**src/rtl/sp_ram_bist.sv**
```systemverilog
// sp_ram_bist: March C- self-test initiator driving a single-port SRAM wrapper
module sp_ram_bist #(
   parameter int ADR_BIT = 6,
   parameter int DAT_BIT = 32,
   parameter int WEN_BIT = 1,
   parameter logic [DAT_BIT-1:0] PATTERN = 32'h5555_5555
) (
   input  logic               clk,
   input  logic               rst_n,
   input  logic               start,
   output logic               busy,
   output logic               done,
   output logic               fail,
   output logic [ADR_BIT-1:0] fail_addr,
   output logic [2:0]         fail_elem,
   output logic [DAT_BIT-1:0] fail_data,
   output logic [WEN_BIT-1:0] CEN,
   output logic [WEN_BIT-1:0] WEN,
   output logic [ADR_BIT-1:0] addr,
   output logic [DAT_BIT-1:0] w_data,
   input  logic [DAT_BIT-1:0] r_data
);
   typedef enum logic [1:0] {IDLE, RUN, DRAIN} state_t;
   state_t state;
   logic [2:0] elem, n_elem, exp_elem;
   logic phase, n_phase, rd, n_rd, step, term, down, last, cmp_valid;
   logic [ADR_BIT-1:0] n_addr, exp_addr;
   logic [DAT_BIT-1:0] exp_data;
   // work out the access after the one on the RAM port now: E0/E5 are single-op, E1-E4 read then write
   always_comb begin
      rd = elem == 3'd5 || (elem != 3'd0 && !phase);
      step = elem == 3'd0 || elem == 3'd5 || phase;
      down = elem == 3'd3 || elem == 3'd4;
      term = down ? addr == '0 : addr == '1;
      last = elem == 3'd5 && term;
      n_elem = step && term ? elem + 3'd1 : elem;
      n_phase = !step;
      n_addr = !step ? addr : term ? {ADR_BIT{n_elem == 3'd3 || n_elem == 3'd4}} : down ? addr - 1'b1 : addr + 1'b1;
      n_rd = n_elem == 3'd5 || (n_elem != 3'd0 && !n_phase);
   end
   // sequencer, RAM port registers and one-cycle-delayed read compare
   always_ff @(posedge clk or negedge rst_n)
      if (!rst_n) begin
         state <= IDLE;
         busy <= 1'b0;
         done <= 1'b0;
         fail <= 1'b0;
         fail_addr <= '0;
         fail_elem <= '0;
         fail_data <= '0;
         CEN <= '1;
         WEN <= '1;
         addr <= '0;
         w_data <= '0;
         elem <= '0;
         phase <= 1'b0;
         cmp_valid <= 1'b0;
         exp_data <= '0;
         exp_addr <= '0;
         exp_elem <= '0;
      end else begin
         cmp_valid <= state == RUN && rd;
         exp_data <= elem == 3'd2 || elem == 3'd4 ? ~PATTERN : PATTERN;
         exp_addr <= addr;
         exp_elem <= elem;
         if (cmp_valid && r_data != exp_data) begin
            fail <= 1'b1;
            if (!fail) begin
               fail_addr <= exp_addr;
               fail_elem <= exp_elem;
               fail_data <= r_data;
            end
         end
         case (state)
            IDLE: if (start) begin
               state <= RUN;
               busy <= 1'b1;
               done <= 1'b0;
               fail <= 1'b0;
               fail_addr <= '0;
               fail_elem <= '0;
               fail_data <= '0;
               elem <= '0;
               phase <= 1'b0;
               CEN <= '0;
               WEN <= '0;
               addr <= '0;
               w_data <= PATTERN;
            end
            RUN: begin
               elem <= n_elem;
               phase <= n_phase;
               addr <= n_addr;
               CEN <= {WEN_BIT{last}};
               WEN <= {WEN_BIT{last || n_rd}};
               w_data <= last || n_rd ? '0 : n_elem == 3'd1 || n_elem == 3'd3 ? ~PATTERN : PATTERN;
               if (last) state <= DRAIN;
            end
            default: begin
               state <= IDLE;
               busy <= 1'b0;
               done <= 1'b1;
            end
         endcase
      end
endmodule

```
**config.mk**
```make
export PLATFORM = sky130hd
export DESIGN_NAME = sp_ram_bist
export DESIGN_NICKNAME = d
export VERILOG_FILES = /design/src/rtl/sp_ram_bist.sv
export SDC_FILE = /design/constraint.sdc
export NUM_CORES = 1
export LEC_CHECK = 0
export ABC_AREA = 1
export CELL_PAD_IN_SITES_DETAIL_PLACEMENT = 2
export CELL_PAD_IN_SITES_GLOBAL_PLACEMENT = 2
export CORE_MARGIN = 2
export CORE_UTILIZATION = 26
export CTS_CLUSTER_DIAMETER = 120
export DETAILED_ROUTE_END_ITERATION = 8
export PLACE_DENSITY = 0.78
export SETUP_SLACK_MARGIN = 0.5
export SLEW_MARGIN = 20
export SYNTH_ARGS = -nofsm -noshare
export SYNTH_HDL_FRONTEND = slang
export SYNTH_SLANG_ARGS = --single-unit
```
**constraint.sdc**
```tcl
create_clock -name clk -period 2.7 [get_ports clk]
set_input_delay 0.405 -clock clk [delete_from_list [all_inputs] [get_ports clk]]
set_output_delay 0.405 -clock clk [all_outputs]
set_load 0.05 [all_outputs]
```
# Word level (Yosys, flattened, before mapping)
# Cells that the tools add are included.
# W data, S select, Z words.
[op_classes]
bitwise_logic = 1
n_addsub = 3
reduce_logical = 27
eq_ne = 14
n_mux = 39
[op_table]
columns = ["operator", "n"]
rows = [
  ["$mux W32", 8],
  ["$pmux W32 S2", 1],
  ["$mux W6", 8],
  ["$ne A32 B32 Y1", 1],
  ["$mux W3", 6],
  ["$eq A3 B3 Y1 const B", 4],
  ["$pmux W6 S2", 1],
  ["$pmux W1 S2", 5],
  ["$eq A3 B2 Y1 const B", 3],
  ["$logic_or A1 B1 Y1", 9],
  ["$add A6 B1 Y6 const B", 1],
  ["$eq A6 B6 Y1 const B", 1],
  ["$logic_and A1 B1 Y1", 6],
  ["$logic_not A6 Y1", 1],
  ["$mux W1", 6],
  ["$ne A2 B2 Y1 const B", 3],
  ["$pmux W3 S2", 1],
  ["$reduce_and A2 Y1", 3],
  ["$reduce_bool A3 Y1", 2],
  ["$sub A6 B1 Y6 const B", 1],
  ["$mux W2", 2],
  ["$pmux W2 S2", 1],
  ["$add A3 B1 Y3 const B", 1],
  ["$eq A3 B1 Y1 const B", 1],
  ["other kinds (7)", 8],
]
[totals]
out_inout_bits = 84
wordCells = 101
reg_bits = 132
input_bits = 35

# Depth between registers and ports, before layout
[depth]
depth_word = 11
mapped_depth = 18
ltp_nobuf = 18

# Worst setup path after synthesis
# OpenSTA, ideal clock, no wires.
[synth_timing]
path_kind = "register to register"
from = "register elem[0]"
to = "register addr[5]"
path_slack_ns = 0.574
arrival_ns = 2.008
stages_incl_launch_ff = 17
setup_ns = 0.118
path_buffers = 0
cell_sequence = "dfrtp_1 > inv_1 > ha_1 > inv_1 > nand2_1 > nand2_4 > inv_2 > ha_1 > a21oi_1 > o21bai_1 > nand2_1 > nand2_1 > a21oi_1 > xor2_1 > nand2_1 > nand3_1 > nand2_1"
[synth_between]
elab_chain_len = 10
word_cells_on_any_way = 20
classes_between = "1 x add/sub; 6 x eq/ne; 6 x mux; 7 x reduce/logical"
[synth_rtl]
columns = ["item", "line_no", "source"]
rows = [
  ["start: declaration", "25", "logic [2:0] elem, n_elem, exp_elem;"],
  ["start signal: assignment", "91", "elem <= n_elem;"],
  ["$eq A3 B2 Y1, or another cell as far along", "33", "down = elem == 3'd3 || elem == 3'd4;"],
  ["$logic_or A1 B1 Y1, on equally long branches", "33, 32", ""],
  ["$mux W1 / $logic_or A1 B1 Y1 (equally long branches)", "34, 32", ""],
  ["$logic_and A1 B1 Y1", "36", "n_elem = step && term ? elem + 3'd1 : elem;"],
  ["$mux W3", "36", ""],
  ["$eq A3 B2 Y1 / $eq A3 B3 Y1 (equally long branches)", "38", "n_addr = !step ? addr : term ? {ADR_BIT{n_elem == 3'd3 || n_elem == 3'd4}} : down ? addr - 1'b1 : addr + 1'b1;"],
  ["$logic_or A1 B1 Y1", "38", ""],
  ["$mux W6 (2 in series)", "38", ""],
  ["$pmux W6 S2", "74", "case (state)"],
  ["end signal: assignment", "93", "addr <= n_addr;"],
  ["end: declaration", "19", "output logic [ADR_BIT-1:0] addr,"],
]
# Parallel ways exist; a longest one is shown, timed or not. The select of a mux whose other input is x is not followed.
# A chain may end at the register's enable or synchronous reset.

# Final worst setup path
[layout_timing]
from = "register elem[1]"
to = "register addr[4]"
# Same word-level chain as after synthesis.

==> results.md <==
- Post-route minimum period: 2174 ps
- Setup-failing EPs final: 0
- Vias: around 3,400
- Worst min-delay path class: input port to asynchronous set/reset pin
- Antenna diodes: 0
- Row count: 43
- Initial drt markers: 198
- Vias in the first global route: approximately 3,700
- Later-pin clock latency in the skew report: 330 ps
- Startpoint class of the critical path: register
- Final #Nets: between 500 and 600
- IO Pins: between 100 and 150
- Largest net degree at the start of global routing: 73
- Slew Viols, Final: 0
- DIE WIDTH: 122.7 um
- Detailed Route WL: around 12,000 um
- Global-route wire length before repair: 18,530 um
- Post-synthesis average cell area: 8.467 sq um
- Placer Congestion: ~0.84
- Required @ worst endpoint: 2910 ps
- Status: completed
- DRC: 0
- Highest clock rate: 459.9 MHz
- Area contributors post-synth: dfrtp_1 48%, a21oi_1 6.8%, inv_1 6.5%
- Pre-CTS setup slack: between 300 and 400 ps
- WS Path Type: register to register
- Overall die height: 122.7 um
- Filler cell count: ~1,500
- Overall Global Routing Usage: roughly 16%
- Core area: 0.01383 sq mm
- CTS Buffer Depth: 2
- Final hold slack: 212.5 ps
- FF+latch count, synth: 72
- Sequential area share after synthesis: a little under 50%
- Fin Setup TNS: 0 ps
- Synthesis Warnings: 0
- Layout cells sized above 1: 14.84%
- Depth of the CTS H-tree: 3
- Port Buffers: roughly 120
- Worst Tran Pin Value: between 900 and 1000 ps
- Mapped Area: 0.003666 sq mm
- CP arrival: 2390 ps
- CP Capture Type: register
- Initial Utilization: 26.51%
- Crit-path max cell delay: 420 ps
- Worst path cell trace: inv_2 > ha_4 > inv_2 > nand2_2 > nand2_4 > buf_6 > fa_2 > nor2_4 > o21a_1 > nor2_2 > a21oi_1 > o21ai_1 > nand3_1 > nand2_1
- Number of vias per cell: 4.640
- Critical-path top delay cell: dfrtp_1
- Avg WL per Cell: 16.73 um
- Post-synth top area share: approximately 48%
- Cts bufs inserted: 9
- Crit-path max FO: 4
- Dpl cell area: ~0.0048 sq mm
- Max Cap Viol: 0
- RSZ-0062 raised after global routing: yes
- Die area: 0.01507 sq mm
- Fin crit share: 80.53%
- Final worst slack: 525.6 ps
- Hold Violations, Final: 0
- ANT nets after route: 0
- Post-Syn Nets: 478
- Netlist cell types: 32
- HPWL Detailed: 8362 um
- First drt pass iteration count: 4
- Synth area leader: dfrtp_1
- Root buf cell: clkbuf_16
- Syn-to-layout area delta: 44.85%
- Clock sinks: just over 70
- Post-route cell area: ~0.0053 sq mm
- Gate count of the mapped netlist: 433
- Gr ovfl total: 0
- CTS clk-pin slew, worst paths: roughly 50 ps
- Initial antenna violation count: 0
- Layout Skew: between 6 and 7 ps
- TritonCTS clock tree: done
- Rel. slew slack: between 30% and 40%
- Cell mode on critical path: inv_2
[critical path: cells and delay by family, from the launching register on]
kind	cells	cell delay, ps
flops	1	420
fa+ha+maj	2	500
buf+inv	3	280
simple gates	6	490
compound gates	3	360
[synth_stat cells, drive strengths merged]
master and n:
nand3b 2, a21oi 50, o21ai 48, nand4 5, dfrtp 70, or2 2
a31oi 2, nor3 12, dfstp 2, inv 65, xor2 2, fa 1
clkbuf 7, o22ai 3, nand2 70, nand3 21, nor2 23, buf 36
o21a 1, ha 9, xnor2 1, o21bai 1
[final timing paths]
kind	from	to	slack (ps)	depth (start not counted)
worst max-delay path	elem[1]$_DFFE_PN0P_	addr[4]$_DFFE_PN0P_	530	14
worst min-delay path	rst_n	fail_data[27]$_DFF_PN0_	210	1
worst max register to register	elem[1]$_DFFE_PN0P_	addr[4]$_DFFE_PN0P_	530	14
worst min register to register	WEN$_DFFE_PN1P_	WEN$_DFFE_PN1P_	480	2
max in group asynchronous	rst_n	elem[0]$_DFFE_PN0P_	1830	1
min in group clk	WEN$_DFFE_PN1P_	WEN$_DFFE_PN1P_	480	2
[flip-flops by register name (all words and copies together), names as in the netlist, 2 cells and up]
signal,count
state,2
exp_elem,3
fail_data,32
exp_data,2
elem,3
w_data,2
fail_elem,3
fail_addr,6
exp_addr,6
addr,6
[layout by cell type (no fill, tap or decap), types with 6 or more instances in the layout]
master and n:
o21ai_0 46, nor2_1 21, clkdlybuf4s50_1 85, dfrtp_1 68
nand2_1 58, inv_1 58, a21oi_1 48, nand2_2 8
nand3_1 15, dlygate4sd2_1 32, inv_2 6, buf_4 20
nor3_1 12, clkbuf_16 9
[per-stage QoR]
step                util [%]  instances
CTS                    36.96        712
global route           38.40        726
detailed placement     34.98        693
global placement       34.98        693
floorplan                  -        433
finish                 38.40        726
[metal layers]
metal	wire length (um)	track usage, %	up-vias
met5	0	0	-
met4	135	4.813	0
met1	4901	18.10	1696
met3	552	3.206	10
met2	6554	28.69	80
li1	-	-	1583
[layout make-up]
class                           instances  area, sq um  share of cell area [%]
Timing Repair Buffer                  139         1313                   24.72
Clock inverter                          7        48.80                  0.9189
Sequential cell                        72         1807                   34.02
Inverter                               65        249.0                   4.689
Tap cell                              180        225.2                   4.241
Multi-Input combinational cell        254         1443                   27.17
Clock buffer                            9        225.2                   4.241
[timing repair]
item | in CTS | in global routing
buffers inserted | 3 | 13
endpoints found under the hold margin | 0 | 0
gates cloned | 0 | 1
endpoints found under the setup margin | 41 | 7
gates resized for setup | 40 | 24
pin swaps | 3 | 10
hold buffers | 0 | 0
[kinds of logic after synthesis]
family / count (synthesis) / share of synthesized area, %
AOI/OAI and AO/OA: 105 / 14.64
buffers and inverters: 108 / 14.37
and+or+nand+nor: 135 / 17.44
xor gates and xnor gates: 3 / 0.7169
DFF: 72 / 49.22
adders and majority gates: 10 / 3.618
Power is left out: the tool's default activity adds up to more than one toggle a clock period on the data nets, which glitch-free logic cannot reach.
